## src/rtl/pool2x2_mover_pkg.sv

```systemverilog
// Shared types and constants for the 2x2 pooling data mover.
package pool_pkg;

  // Mover control states; the encoding is visible on the debug state output.
  typedef enum logic [1:0] {
    S_IDLE  = 2'd0,
    S_RUN   = 2'd1,
    S_DRAIN = 2'd2,
    S_DONE  = 2'd3
  } state_t;

  // Pooling operation selected by mode_i.
  localparam logic MODE_MAX = 1'b0;
  localparam logic MODE_AVG = 1'b1;

  // Registered stages inside one pooling lane (pair sums/maxes, then final).
  localparam int LANE_LAT = 2;

endpackage

```

## src/rtl/pool2x2_mover_if.sv

```systemverilog
// Control, status and BRAM bus bundle of the pooling mover.
// Handshake: start_run_i is a one-cycle request honoured only while idle_o is
// high; done_o is a one-cycle completion pulse. BRAM0 read data arrives one
// cycle after ce_b0_o/addr*_b0_o; a BRAM1 write happens on every cycle with
// ce_b1_o = we_b1_o = 1.
interface pool2x2_mover_if #(
  parameter int NUM_CORE      = 7,
  parameter int IN_DATA_WIDTH = 8,
  parameter int AWIDTH        = 12,
  parameter int CNT_BIT       = 31,
  parameter int DWIDTH        = 2 * NUM_CORE * IN_DATA_WIDTH,
  parameter int DWIDTH_P      = NUM_CORE * IN_DATA_WIDTH
);
  // control
  logic                start_run_i;
  logic [CNT_BIT-1:0]  run_count_i;
  logic                mode_i;
  logic                signed_i;
  // status
  logic                idle_o;
  logic                read_o;
  logic                write_o;
  logic                done_o;
  // BRAM0 (read only)
  logic [AWIDTH-1:0]   addr0_b0_o;
  logic [AWIDTH-1:0]   addr1_b0_o;
  logic                ce_b0_o;
  logic                we_b0_o;
  logic [DWIDTH-1:0]   d_b0_o;
  logic [DWIDTH-1:0]   q_b0_i0;
  logic [DWIDTH-1:0]   q_b0_i1;
  // BRAM1 (write only)
  logic [AWIDTH-1:0]   addr_b1_o;
  logic                ce_b1_o;
  logic                we_b1_o;
  logic [DWIDTH_P-1:0] d_b1_o;

  // The mover side.
  modport master (
    input  start_run_i, run_count_i, mode_i, signed_i, q_b0_i0, q_b0_i1,
    output idle_o, read_o, write_o, done_o,
    output addr0_b0_o, addr1_b0_o, ce_b0_o, we_b0_o, d_b0_o,
    output addr_b1_o, ce_b1_o, we_b1_o, d_b1_o
  );

  // The controller / memory side.
  modport slave (
    output start_run_i, run_count_i, mode_i, signed_i, q_b0_i0, q_b0_i1,
    input  idle_o, read_o, write_o, done_o,
    input  addr0_b0_o, addr1_b0_o, ce_b0_o, we_b0_o, d_b0_o,
    input  addr_b1_o, ce_b1_o, we_b1_o, d_b1_o
  );
endinterface

```

## src/rtl/pool2x2_mover_lane.sv

```systemverilog
// One 2x2 pooling lane: max or rounded average of four elements, two stages.
module pool2x2_lane
  import pool_pkg::*;
#(
  parameter int IN_DATA_WIDTH = 8
) (
  input  logic                     clk,
  input  logic                     reset,
  input  logic [IN_DATA_WIDTH-1:0] a_i,
  input  logic [IN_DATA_WIDTH-1:0] b_i,
  input  logic [IN_DATA_WIDTH-1:0] c_i,
  input  logic [IN_DATA_WIDTH-1:0] d_i,
  input  logic                     mode_i,
  input  logic                     signed_i,
  input  logic                     valid_i,
  output logic [IN_DATA_WIDTH-1:0] result_o,
  output logic                     valid_o
);
  localparam int W  = IN_DATA_WIDTH;
  localparam int SW = IN_DATA_WIDTH + 2;

  // Larger of two elements; flipping the MSB turns a signed compare unsigned.
  function automatic logic [W-1:0] pick_max(input logic [W-1:0] x,
                                            input logic [W-1:0] y,
                                            input logic sg);
    logic [W-1:0] msb;
    msb = {sg, {(W-1){1'b0}}};
    return ((x ^ msb) > (y ^ msb)) ? x : y;
  endfunction

  // Widen an element to the sum width with sign or zero extension.
  function automatic logic [SW-1:0] ext(input logic [W-1:0] x, input logic sg);
    return {{2{sg & x[W-1]}}, x};
  endfunction

  logic [SW-1:0] p1_q, q1_q;
  logic          v1_q;
  logic [SW-1:0] avg_sum;

  // Sum of all four plus the rounding bias; the top W bits are (sum+2)>>>2.
  assign avg_sum = p1_q + q1_q + SW'(2);

  // Stage 1: row-pair partial results (max of a,b / c,d or their sums).
  always_ff @(posedge clk) begin
    if (reset) begin
      p1_q <= '0;
      q1_q <= '0;
      v1_q <= 1'b0;
    end else begin
      v1_q <= valid_i;
      if (valid_i) begin
        if (mode_i == MODE_AVG) begin
          p1_q <= ext(a_i, signed_i) + ext(b_i, signed_i);
          q1_q <= ext(c_i, signed_i) + ext(d_i, signed_i);
        end else begin
          p1_q <= {2'b00, pick_max(a_i, b_i, signed_i)};
          q1_q <= {2'b00, pick_max(c_i, d_i, signed_i)};
        end
      end
    end
  end

  // Stage 2: combine the two partials into the lane result.
  always_ff @(posedge clk) begin
    if (reset) begin
      result_o <= '0;
      valid_o  <= 1'b0;
    end else begin
      valid_o <= v1_q;
      if (v1_q) begin
        if (mode_i == MODE_AVG) result_o <= avg_sum[SW-1:2];
        else                    result_o <= pick_max(p1_q[W-1:0], q1_q[W-1:0], signed_i);
      end
    end
  end

endmodule

```

## src/rtl/pool2x2_mover.sv

```systemverilog
// Parametrised 2x2 pooling mover: reads row pairs from BRAM0, pools them in
// NUM_CORE parallel lanes and writes one word per pair to BRAM1.
module pool2x2_mover
  import pool_pkg::*;
#(
  parameter int NUM_CORE      = 7,
  parameter int IN_DATA_WIDTH = 8,
  parameter int DWIDTH        = 2 * NUM_CORE * IN_DATA_WIDTH,
  parameter int DWIDTH_P      = NUM_CORE * IN_DATA_WIDTH,
  parameter int AWIDTH        = 12,
  parameter int CNT_BIT       = 31
) (
  input  logic                 clk,
  input  logic                 reset,
  pool2x2_mover_if.master      bus,
  output state_t               state_dbg_o
);
  localparam int W = IN_DATA_WIDTH;

  state_t             state;
  logic [CNT_BIT-1:0] n_reg;
  logic [CNT_BIT-1:0] rd_cnt;
  logic [CNT_BIT-1:0] wr_cnt;
  logic [AWIDTH-1:0]  rd_addr;
  logic [AWIDTH-1:0]  wr_addr;
  logic               mode_r;
  logic               sgn_r;
  logic               rd_v1;
  logic [NUM_CORE-1:0] lane_valid;
  logic [DWIDTH_P-1:0] lane_result;
  logic               result_valid;

  assign result_valid = &lane_valid;

  // Control FSM plus read/write counters; all outputs derive from these regs.
  always_ff @(posedge clk) begin
    if (reset) begin
      state   <= S_IDLE;
      n_reg   <= '0;
      rd_cnt  <= '0;
      wr_cnt  <= '0;
      rd_addr <= '0;
      wr_addr <= '0;
      mode_r  <= MODE_MAX;
      sgn_r   <= 1'b0;
      rd_v1   <= 1'b0;
    end else begin
      // BRAM0 data for a read issued this cycle is valid next cycle.
      rd_v1 <= (state == S_RUN);
      // The write side follows the pipeline valid only, never the state.
      if (result_valid) begin
        wr_cnt  <= wr_cnt + CNT_BIT'(1);
        wr_addr <= wr_addr + AWIDTH'(1);
      end
      case (state)
        S_IDLE: begin
          if (bus.start_run_i) begin
            if (bus.run_count_i == '0) begin
              state <= S_DONE;
            end else begin
              state   <= S_RUN;
              n_reg   <= bus.run_count_i;
              mode_r  <= bus.mode_i;
              sgn_r   <= bus.signed_i;
              rd_cnt  <= '0;
              rd_addr <= '0;
              wr_cnt  <= '0;
              wr_addr <= '0;
            end
          end
        end
        S_RUN: begin
          rd_cnt  <= rd_cnt + CNT_BIT'(1);
          rd_addr <= rd_addr + AWIDTH'(2);
          if (rd_cnt == n_reg - CNT_BIT'(1)) state <= S_DRAIN;
        end
        S_DRAIN: begin
          if (result_valid && (wr_cnt == n_reg - CNT_BIT'(1))) state <= S_DONE;
        end
        S_DONE: state <= S_IDLE;
        default: state <= S_IDLE;
      endcase
    end
  end

  // Lane j pools bytes 2j+1 / 2j of the even and odd rows.
  for (genvar j = 0; j < NUM_CORE; j++) begin : g_lane
    pool2x2_lane #(.IN_DATA_WIDTH(W)) u_lane (
      .clk      (clk),
      .reset    (reset),
      .a_i      (bus.q_b0_i0[(2*j+1)*W +: W]),
      .b_i      (bus.q_b0_i0[(2*j)*W   +: W]),
      .c_i      (bus.q_b0_i1[(2*j+1)*W +: W]),
      .d_i      (bus.q_b0_i1[(2*j)*W   +: W]),
      .mode_i   (mode_r),
      .signed_i (sgn_r),
      .valid_i  (rd_v1),
      .result_o (lane_result[j*W +: W]),
      .valid_o  (lane_valid[j])
    );
  end

  assign state_dbg_o    = state;
  assign bus.idle_o     = (state == S_IDLE);
  assign bus.read_o     = (state == S_RUN);
  assign bus.write_o    = (state == S_RUN) || (state == S_DRAIN);
  assign bus.done_o     = (state == S_DONE);

  assign bus.ce_b0_o    = (state == S_RUN);
  assign bus.we_b0_o    = 1'b0;
  assign bus.d_b0_o     = '0;
  assign bus.addr0_b0_o = (state == S_RUN) ? rd_addr : '0;
  assign bus.addr1_b0_o = (state == S_RUN) ? (rd_addr | AWIDTH'(1)) : '0;

  assign bus.addr_b1_o  = wr_addr;
  assign bus.ce_b1_o    = result_valid;
  assign bus.we_b1_o    = result_valid;
  assign bus.d_b1_o     = lane_result;

endmodule

```

## src/flat_wrapper.sv

```systemverilog
// flat-port wrapper written by rule: the top's interface ports become plain ports
module pool2x2_mover_flat import pool_pkg::*;
#(
  parameter int NUM_CORE      = 7,
  parameter int IN_DATA_WIDTH = 8,
  parameter int DWIDTH        = 2 * NUM_CORE * IN_DATA_WIDTH,
  parameter int DWIDTH_P      = NUM_CORE * IN_DATA_WIDTH,
  parameter int AWIDTH        = 12,
  parameter int CNT_BIT       = 31
)
  (clk, reset, state_dbg_o, bus_start_run_i, bus_run_count_i, bus_mode_i, bus_signed_i, bus_q_b0_i0, bus_q_b0_i1, bus_idle_o, bus_read_o, bus_write_o, bus_done_o, bus_addr0_b0_o, bus_addr1_b0_o, bus_ce_b0_o, bus_we_b0_o, bus_d_b0_o, bus_addr_b1_o, bus_ce_b1_o, bus_we_b1_o, bus_d_b1_o);
  pool2x2_mover_if #(.NUM_CORE(NUM_CORE), .IN_DATA_WIDTH(IN_DATA_WIDTH), .AWIDTH(AWIDTH), .CNT_BIT(CNT_BIT), .DWIDTH(DWIDTH), .DWIDTH_P(DWIDTH_P)) bus_i ();
  input  logic clk;
  input  logic reset;
  output state_t state_dbg_o;
  input wire logic [$bits(bus_i.start_run_i)-1:0] bus_start_run_i;
  input wire logic [$bits(bus_i.run_count_i)-1:0] bus_run_count_i;
  input wire logic [$bits(bus_i.mode_i)-1:0] bus_mode_i;
  input wire logic [$bits(bus_i.signed_i)-1:0] bus_signed_i;
  input wire logic [$bits(bus_i.q_b0_i0)-1:0] bus_q_b0_i0;
  input wire logic [$bits(bus_i.q_b0_i1)-1:0] bus_q_b0_i1;
  output wire logic [$bits(bus_i.idle_o)-1:0] bus_idle_o;
  output wire logic [$bits(bus_i.read_o)-1:0] bus_read_o;
  output wire logic [$bits(bus_i.write_o)-1:0] bus_write_o;
  output wire logic [$bits(bus_i.done_o)-1:0] bus_done_o;
  output wire logic [$bits(bus_i.addr0_b0_o)-1:0] bus_addr0_b0_o;
  output wire logic [$bits(bus_i.addr1_b0_o)-1:0] bus_addr1_b0_o;
  output wire logic [$bits(bus_i.ce_b0_o)-1:0] bus_ce_b0_o;
  output wire logic [$bits(bus_i.we_b0_o)-1:0] bus_we_b0_o;
  output wire logic [$bits(bus_i.d_b0_o)-1:0] bus_d_b0_o;
  output wire logic [$bits(bus_i.addr_b1_o)-1:0] bus_addr_b1_o;
  output wire logic [$bits(bus_i.ce_b1_o)-1:0] bus_ce_b1_o;
  output wire logic [$bits(bus_i.we_b1_o)-1:0] bus_we_b1_o;
  output wire logic [$bits(bus_i.d_b1_o)-1:0] bus_d_b1_o;
  assign bus_i.start_run_i = bus_start_run_i;
  assign bus_i.run_count_i = bus_run_count_i;
  assign bus_i.mode_i = bus_mode_i;
  assign bus_i.signed_i = bus_signed_i;
  assign bus_i.q_b0_i0 = bus_q_b0_i0;
  assign bus_i.q_b0_i1 = bus_q_b0_i1;
  assign bus_idle_o = bus_i.idle_o;
  assign bus_read_o = bus_i.read_o;
  assign bus_write_o = bus_i.write_o;
  assign bus_done_o = bus_i.done_o;
  assign bus_addr0_b0_o = bus_i.addr0_b0_o;
  assign bus_addr1_b0_o = bus_i.addr1_b0_o;
  assign bus_ce_b0_o = bus_i.ce_b0_o;
  assign bus_we_b0_o = bus_i.we_b0_o;
  assign bus_d_b0_o = bus_i.d_b0_o;
  assign bus_addr_b1_o = bus_i.addr_b1_o;
  assign bus_ce_b1_o = bus_i.ce_b1_o;
  assign bus_we_b1_o = bus_i.we_b1_o;
  assign bus_d_b1_o = bus_i.d_b1_o;
  pool2x2_mover #(.NUM_CORE(NUM_CORE), .IN_DATA_WIDTH(IN_DATA_WIDTH), .DWIDTH(DWIDTH), .DWIDTH_P(DWIDTH_P), .AWIDTH(AWIDTH), .CNT_BIT(CNT_BIT)) u_core (.clk(clk), .reset(reset), .bus(bus_i), .state_dbg_o(state_dbg_o));
endmodule
```

## config.mk

```make
export PLATFORM = sky130hd
export DESIGN_NAME = pool2x2_mover_flat
export DESIGN_NICKNAME = d
export VERILOG_FILES = /design/src/rtl/pool2x2_mover_pkg.sv /design/src/rtl/pool2x2_mover_if.sv /design/src/rtl/pool2x2_mover_lane.sv /design/src/rtl/pool2x2_mover.sv /design/src/flat_wrapper.sv
export SDC_FILE = /design/constraint.sdc
export NUM_CORES = 2
export LEC_CHECK = 0
export ABC_CLOCK_PERIOD_IN_PS = 4070
export BUFFER_PORTS_ARGS = -buffer_cell sky130_fd_sc_hd__buf_4
export CAP_MARGIN = 20
export CORE_AREA = 4 4 264 266
export CTS_CLUSTER_SIZE = 20
export DETAILED_ROUTE_END_ITERATION = 8
export DIE_AREA = 0 0 268 270
export PLACE_DENSITY = 0.66
export RECOVER_POWER = 25
export SLEW_MARGIN = 20
export SYNTH_ARGS = -nofsm -noshare
export SYNTH_HDL_FRONTEND = slang
export SYNTH_HIERARCHICAL = 1
export SYNTH_SLANG_ARGS = --single-unit
```

## constraint.sdc

```tcl
create_clock -name clk -period 4.07 [get_ports clk]
set_input_delay 0.2035 -clock clk [delete_from_list [all_inputs] [get_ports clk]]
set_output_delay 0.2035 -clock clk [all_outputs]
set_load 0.01 [all_outputs]
```

==> impl_metrics.prom <==
# TYPE chip_impl_metric gauge
chip_impl_info{name="synth.area.top_cells",value="sky130_fd_sc_hd__dfxtp_1, sky130_fd_sc_hd__ha_1, sky130_fd_sc_hd__xnor2_1, sky130_fd_sc_hd__mux2i_1, sky130_fd_sc_hd__a21oi_1"} 1
chip_impl_metric{name="slew_headroom",unit="%"} -31.1
chip_impl_metric{name="portBuffers",unit=""} 359
chip_impl_metric{name="power.net_switching",unit="mW"} 6.07
chip_impl_metric{name="max-vdd-ir-drop",unit="V"} 0.000239
chip_impl_metric{name="multi_input_area",unit="um2"} 21800
chip_impl_metric{name="p_int",unit="mW"} 9.06
chip_impl_metric{name="drt_pass1_iterations",unit=""} 5
chip_impl_metric{name="maxCapViolCount",unit=""} 1
chip_impl_metric{name="finalClockSkew",unit="ns"} 0.0166
chip_impl_metric{name="fin_hold_ws",unit="ns"} 0.0395
chip_impl_metric{name="synth-edff-count",unit=""} 0
chip_impl_metric{name="synth_seq_area_share",unit="%"} 21.5
chip_impl_metric{name="detailedPlacementHpwl",unit="mm"} 70.4
chip_impl_metric{name="ff2ff_path_depth",unit=""} 9
chip_impl_info{name="timing.critical_path.cells",value="ha_1 > nor2b_1 > a21oi_1 > a22oi_1 > buf_4 > mux2i_1 > dlygate4sd3_1 > nand2_1 > a32o_1"} 1
chip_impl_metric{name="synth.distinct_cells",unit=""} 103
chip_impl_metric{name="die_w",unit="um"} 268
chip_impl_metric{name="detail-route-antenna-nets",unit=""} 0
chip_impl_metric{name="timing.final.crit_period",unit="ns"} 3.83
chip_impl_metric{name="powerDensity",unit="nW/um2"} 417
chip_impl_metric{name="static-leakage-power",unit="nW"} 16.7
chip_impl_metric{name="yosysWarnings",unit=""} 6
chip_impl_metric{name="combinational_group_share_of_total_power",unit="%"} 46.2
chip_impl_metric{name="grt_antenna_before_repair",unit=""} 21
chip_impl_metric{name="max-clock-path-buffers",unit=""} 3
chip_impl_metric{name="dieArea",unit="um2"} 72400
chip_impl_metric{name="clock_share_of_power",unit="%"} 26.9
chip_impl_metric{name="overflow",unit=""} 0
chip_impl_metric{name="net_sw_share",unit="%"} 40.1
chip_impl_metric{name="vias",unit=""} 27800
chip_impl_metric{name="cts_inserted_buffers",unit=""} 44
chip_impl_metric{name="worst_slew_pin_slew",unit="ns"} 1.97
chip_impl_info{name="ctsRootBufferMaster",value="sky130_fd_sc_hd__clkbuf_16"} 1
chip_impl_metric{name="max_freq",unit="MHz"} 261
chip_impl_metric{name="route.detailed.wl_per_inst",unit="um"} 17.9
chip_impl_metric{name="first_global_vias",unit=""} 26400
chip_impl_metric{name="initial_utilization",unit="%"} 45.9
chip_impl_metric{name="postSynthRegisterBits",unit=""} 331
chip_impl_metric{name="final.setup.tns",unit="ns"} 0
chip_impl_metric{name="setup_violations",unit=""} 0
chip_impl_metric{name="cts_hold_buf",unit=""} 119
chip_impl_metric{name="core.rowCount",unit=""} 95
chip_impl_metric{name="min_period_over_period",unit="%"} 94.2
chip_impl_info{name="grt_setup_unrepaired",value="no"} 1
chip_impl_metric{name="area.growth.synth_to_final",unit="%"} 17.7
chip_impl_info{name="status",value="complete, but fails checks"} 1
chip_impl_metric{name="gp_congestion",unit=""} 0.953
chip_impl_metric{name="cp.arrival",unit="ns"} 4.29
chip_impl_metric{name="timing.final.max_slew_violations",unit=""} 76
chip_impl_info{name="worst_path_dominant_cell_family",value="flip-flops"} 1
chip_impl_metric{name="post_cts_setup_driven_buffer_insertion_count",unit=""} 0
chip_impl_metric{name="whs_path_depth",unit=""} 4
chip_impl_metric{name="critical_path.n_buffers_inverters",unit=""} 2
chip_impl_metric{name="worstSetupPathDepth",unit=""} 9
chip_impl_info{name="largestRegisters",value="u_core/g_lane.u_lane/p1_q (70), u_core/g_lane.u_lane/q1_q (70), u_core/g_lane.u_lane/result_o (56)"} 1
chip_impl_info{name="worst_setup_path_start_kind",value="flip-flop"} 1
chip_impl_metric{name="required",unit="ns"} 4.53
chip_impl_metric{name="clock_tree.htree_level_count",unit=""} 2
chip_impl_metric{name="first_pass_grt_wire_length",unit="mm"} 141
chip_impl_metric{name="worst_skew_pair.late_latency",unit="ns"} 0.57
chip_impl_metric{name="drt_first_iter_violations",unit=""} 1608
chip_impl_info{name="timing.hold.worst.class",value="input port to flip-flop"} 1
chip_impl_metric{name="dieHeight",unit="um"} 270
chip_impl_metric{name="route.detailed.drc",unit=""} 0
chip_impl_metric{name="viasPerCell",unit=""} 5.49
chip_impl_metric{name="seq_area",unit="um2"} 6630
chip_impl_metric{name="yosysTopAreaCellShare",unit="%"} 21.5
chip_impl_metric{name="mapped_cell_area",unit="um2"} 30800
chip_impl_metric{name="asyncSetResetFlopFracSynth",unit="%"} 0
chip_impl_metric{name="post_route_cells_drive_above_1_share",unit="%"} 12.0
chip_impl_info{name="failed_checks",value="max-capacitance violations, max-slew violations"} 1
chip_impl_info{name="postSynth.topFlopCell",value="sky130_fd_sc_hd__dfxtp_1"} 1
chip_impl_metric{name="ios",unit=""} 474
chip_impl_metric{name="worstPathMaxFanout",unit=""} 23
chip_impl_metric{name="totalPowerFinal",unit="mW"} 15.1
chip_impl_metric{name="coreArea",unit="um2"} 67000
chip_impl_metric{name="ctsResizeCount",unit=""} 0
chip_impl_metric{name="p_seq_share",unit="%"} 27.0
chip_impl_metric{name="clock_sink_count",unit=""} 331
chip_impl_metric{name="post_synth.cell_area_avg",unit="um2"} 8.27
chip_impl_metric{name="nFillCells",unit=""} 6445
chip_impl_metric{name="groute.usage.overall",unit="%"} 23.7
chip_impl_info{name="synth_top_cell_by_area",value="sky130_fd_sc_hd__dfxtp_1"} 1
chip_impl_metric{name="finish.net_count",unit=""} 4836
chip_impl_info{name="worst_setup_path_end_kind",value="flip-flop"} 1
chip_impl_metric{name="postRouteWirelength",unit="mm"} 90.7
chip_impl_info{name="crit_slowest_cell",value="sky130_fd_sc_hd__dfxtp_1"} 1
chip_impl_metric{name="cp_slowest_stage_delay",unit="ns"} 1.27
chip_impl_info{name="clock_tree_from_tritoncts",value="built"} 1
chip_impl_info{name="timing.setup.critical_path_class",value="flip-flop to flip-flop"} 1
chip_impl_metric{name="hold_viol_final",unit=""} 0
chip_impl_metric{name="cts.reportedPaths.clkPinSlew",unit="ns"} 0.06
chip_impl_metric{name="setup.reg_to_reg.worst_slack",unit="ns"} 0.24
chip_impl_metric{name="syn_inst",unit=""} 3719
chip_impl_metric{name="grt_max_degree",unit=""} 76
-- cells by family (layout without fill, tap and decap cells) --
family	after synthesis	after routing	share of synthesized area [%]
flops	331	331	21.5
fa+ha+maj	443	443	18.5
xor+xnor	255	255	7.44
other cells	1	130	0.0122
simple gates	970	970	16.8
buf+inv	592	928	9.05
mux	153	153	5.27
compound gates	974	974	21.4
-- cells in the mapped netlist (23+ instances only) --
library cell,instances
sky130_fd_sc_hd__dfxtp_1,331
sky130_fd_sc_hd__mux2i_1,128
sky130_fd_sc_hd__ha_1,422
sky130_fd_sc_hd__a22o_1,43
sky130_fd_sc_hd__or3_1,33
sky130_fd_sc_hd__clkbuf_1,105
sky130_fd_sc_hd__nor2b_1,40
sky130_fd_sc_hd__o211ai_1,30
sky130_fd_sc_hd__a22oi_1,25
sky130_fd_sc_hd__o21ai_0,204
sky130_fd_sc_hd__nand3_1,98
sky130_fd_sc_hd__xor2_1,98
sky130_fd_sc_hd__nand4_1,36
sky130_fd_sc_hd__o21ai_1,45
sky130_fd_sc_hd__nor3b_1,23
sky130_fd_sc_hd__nor3_1,46
sky130_fd_sc_hd__a21o_1,54
sky130_fd_sc_hd__xnor2_1,153
sky130_fd_sc_hd__nand2b_1,114
sky130_fd_sc_hd__a21oi_1,246
sky130_fd_sc_hd__inv_1,321
sky130_fd_sc_hd__buf_4,129
sky130_fd_sc_hd__and3_1,40
sky130_fd_sc_hd__nand2_1,172
sky130_fd_sc_hd__nor2_1,249
-- path summary, 6_finish.rpt --
path	start	endpoint
setup / recovery	u_core/sgn_r$_SDFFE_PP0P_	u_core/g_lane[6].u_lane/p1_q[0]$_SDFFE_PP0P_
hold / removal	bus_q_b0_i0[50]	u_core/g_lane[3].u_lane/p1_q[2]$_SDFFE_PP0P_
setup reg to reg	u_core/sgn_r$_SDFFE_PP0P_	u_core/g_lane[6].u_lane/p1_q[0]$_SDFFE_PP0P_
hold reg to reg	u_core/g_lane[2].u_lane/p1_q[8]$_SDFFE_PP0P_	u_core/g_lane[2].u_lane/p1_q[8]$_SDFFE_PP0P_
-- metrics by stage --
stage / util (%) / setup slack (ns) / cell area [um2] / cells
2_1_floorplan: - / 0.560 / 31200 / 3832
3_3_place_gp: 50.4 / 0.423 / 33800 / 4841
3_5_place_dp: 50.4 / 0.369 / 33800 / 4841
4_1_cts: 54.5 / 0.359 / 36500 / 5041
5_1_grt: 54.0 / 0.0953 / 36200 / 5052
6_report: 54.0 / 0.238 / 36200 / 5057
-- layout make-up --
cell class / count / share of cell area (%)
inverters: 330 / 3.42
well taps: 873 / 3.02
diodes: 16 / 0.111
multi-input cells: 2909 / 60.2
flip-flops and latches: 331 / 18.3
clock buffers: 61 / 3.61
repair buffers: 517 / 10.8
clock inverters: 20 / 0.594
-- metal layers --
metal	wire, um	track usage [%]
met4	2390	7.40
met5	59	0
met2	44000	40.9
met1	40200	30.6
met3	4040	3.34
-- power by group through the flow --
stage | Sequential (mW) | Clock [mW] | Combinational (mW)
final | 4.08 | 4.06 | 6.98
after global placement | 4.13 | 0 | 6.73
after global routing | 4.12 | 4.31 | 7.68
after CTS | 4.07 | 4.18 | 6.97
after detailed placement | 4.14 | 0 | 6.76
after floorplan | 3.89 | 0 | 5.33
-- cells in the final DEF (no fill, tap or decap), types with 22 or more instances in the layout --
cell type	Yosys	layout
sky130_fd_sc_hd__a22oi_1	25	25
sky130_fd_sc_hd__conb_1	1	114
sky130_fd_sc_hd__nor3_1	46	46
sky130_fd_sc_hd__ha_1	422	422
sky130_fd_sc_hd__a21o_1	54	54
sky130_fd_sc_hd__a21oi_1	246	246
sky130_fd_sc_hd__or3_1	33	33
sky130_fd_sc_hd__xor2_1	98	98
sky130_fd_sc_hd__dlygate4sd3_1	0	119
sky130_fd_sc_hd__and3_1	40	40
sky130_fd_sc_hd__o21ai_1	45	45
sky130_fd_sc_hd__o21ai_0	204	203
sky130_fd_sc_hd__buf_4	129	313
sky130_fd_sc_hd__inv_1	321	321
sky130_fd_sc_hd__clkbuf_16	0	46
sky130_fd_sc_hd__a22o_1	43	43
sky130_fd_sc_hd__mux2i_1	128	128
sky130_fd_sc_hd__nand3_1	98	98
sky130_fd_sc_hd__nor2b_1	40	40
sky130_fd_sc_hd__nor3b_1	23	23
sky130_fd_sc_hd__nor4_1	22	22
sky130_fd_sc_hd__xnor2_1	153	153
sky130_fd_sc_hd__clkbuf_1	105	85
sky130_fd_sc_hd__nand2b_1	114	114
sky130_fd_sc_hd__nand4_1	36	36
sky130_fd_sc_hd__dfxtp_1	331	329
sky130_fd_sc_hd__nor2_1	249	248
sky130_fd_sc_hd__o211ai_1	30	30
sky130_fd_sc_hd__nand2_1	172	172
-- tightest hold or removal path, delay by kind of cell --
family / cells / cell delay [ns]
buffers and inverters: 1 / 0.09
AND/OR/NAND/NOR: 1 / 0.09
AO/OA/AOI/OAI: 2 / 0.19
Note: power is estimated with default switching activity, not from simulation.
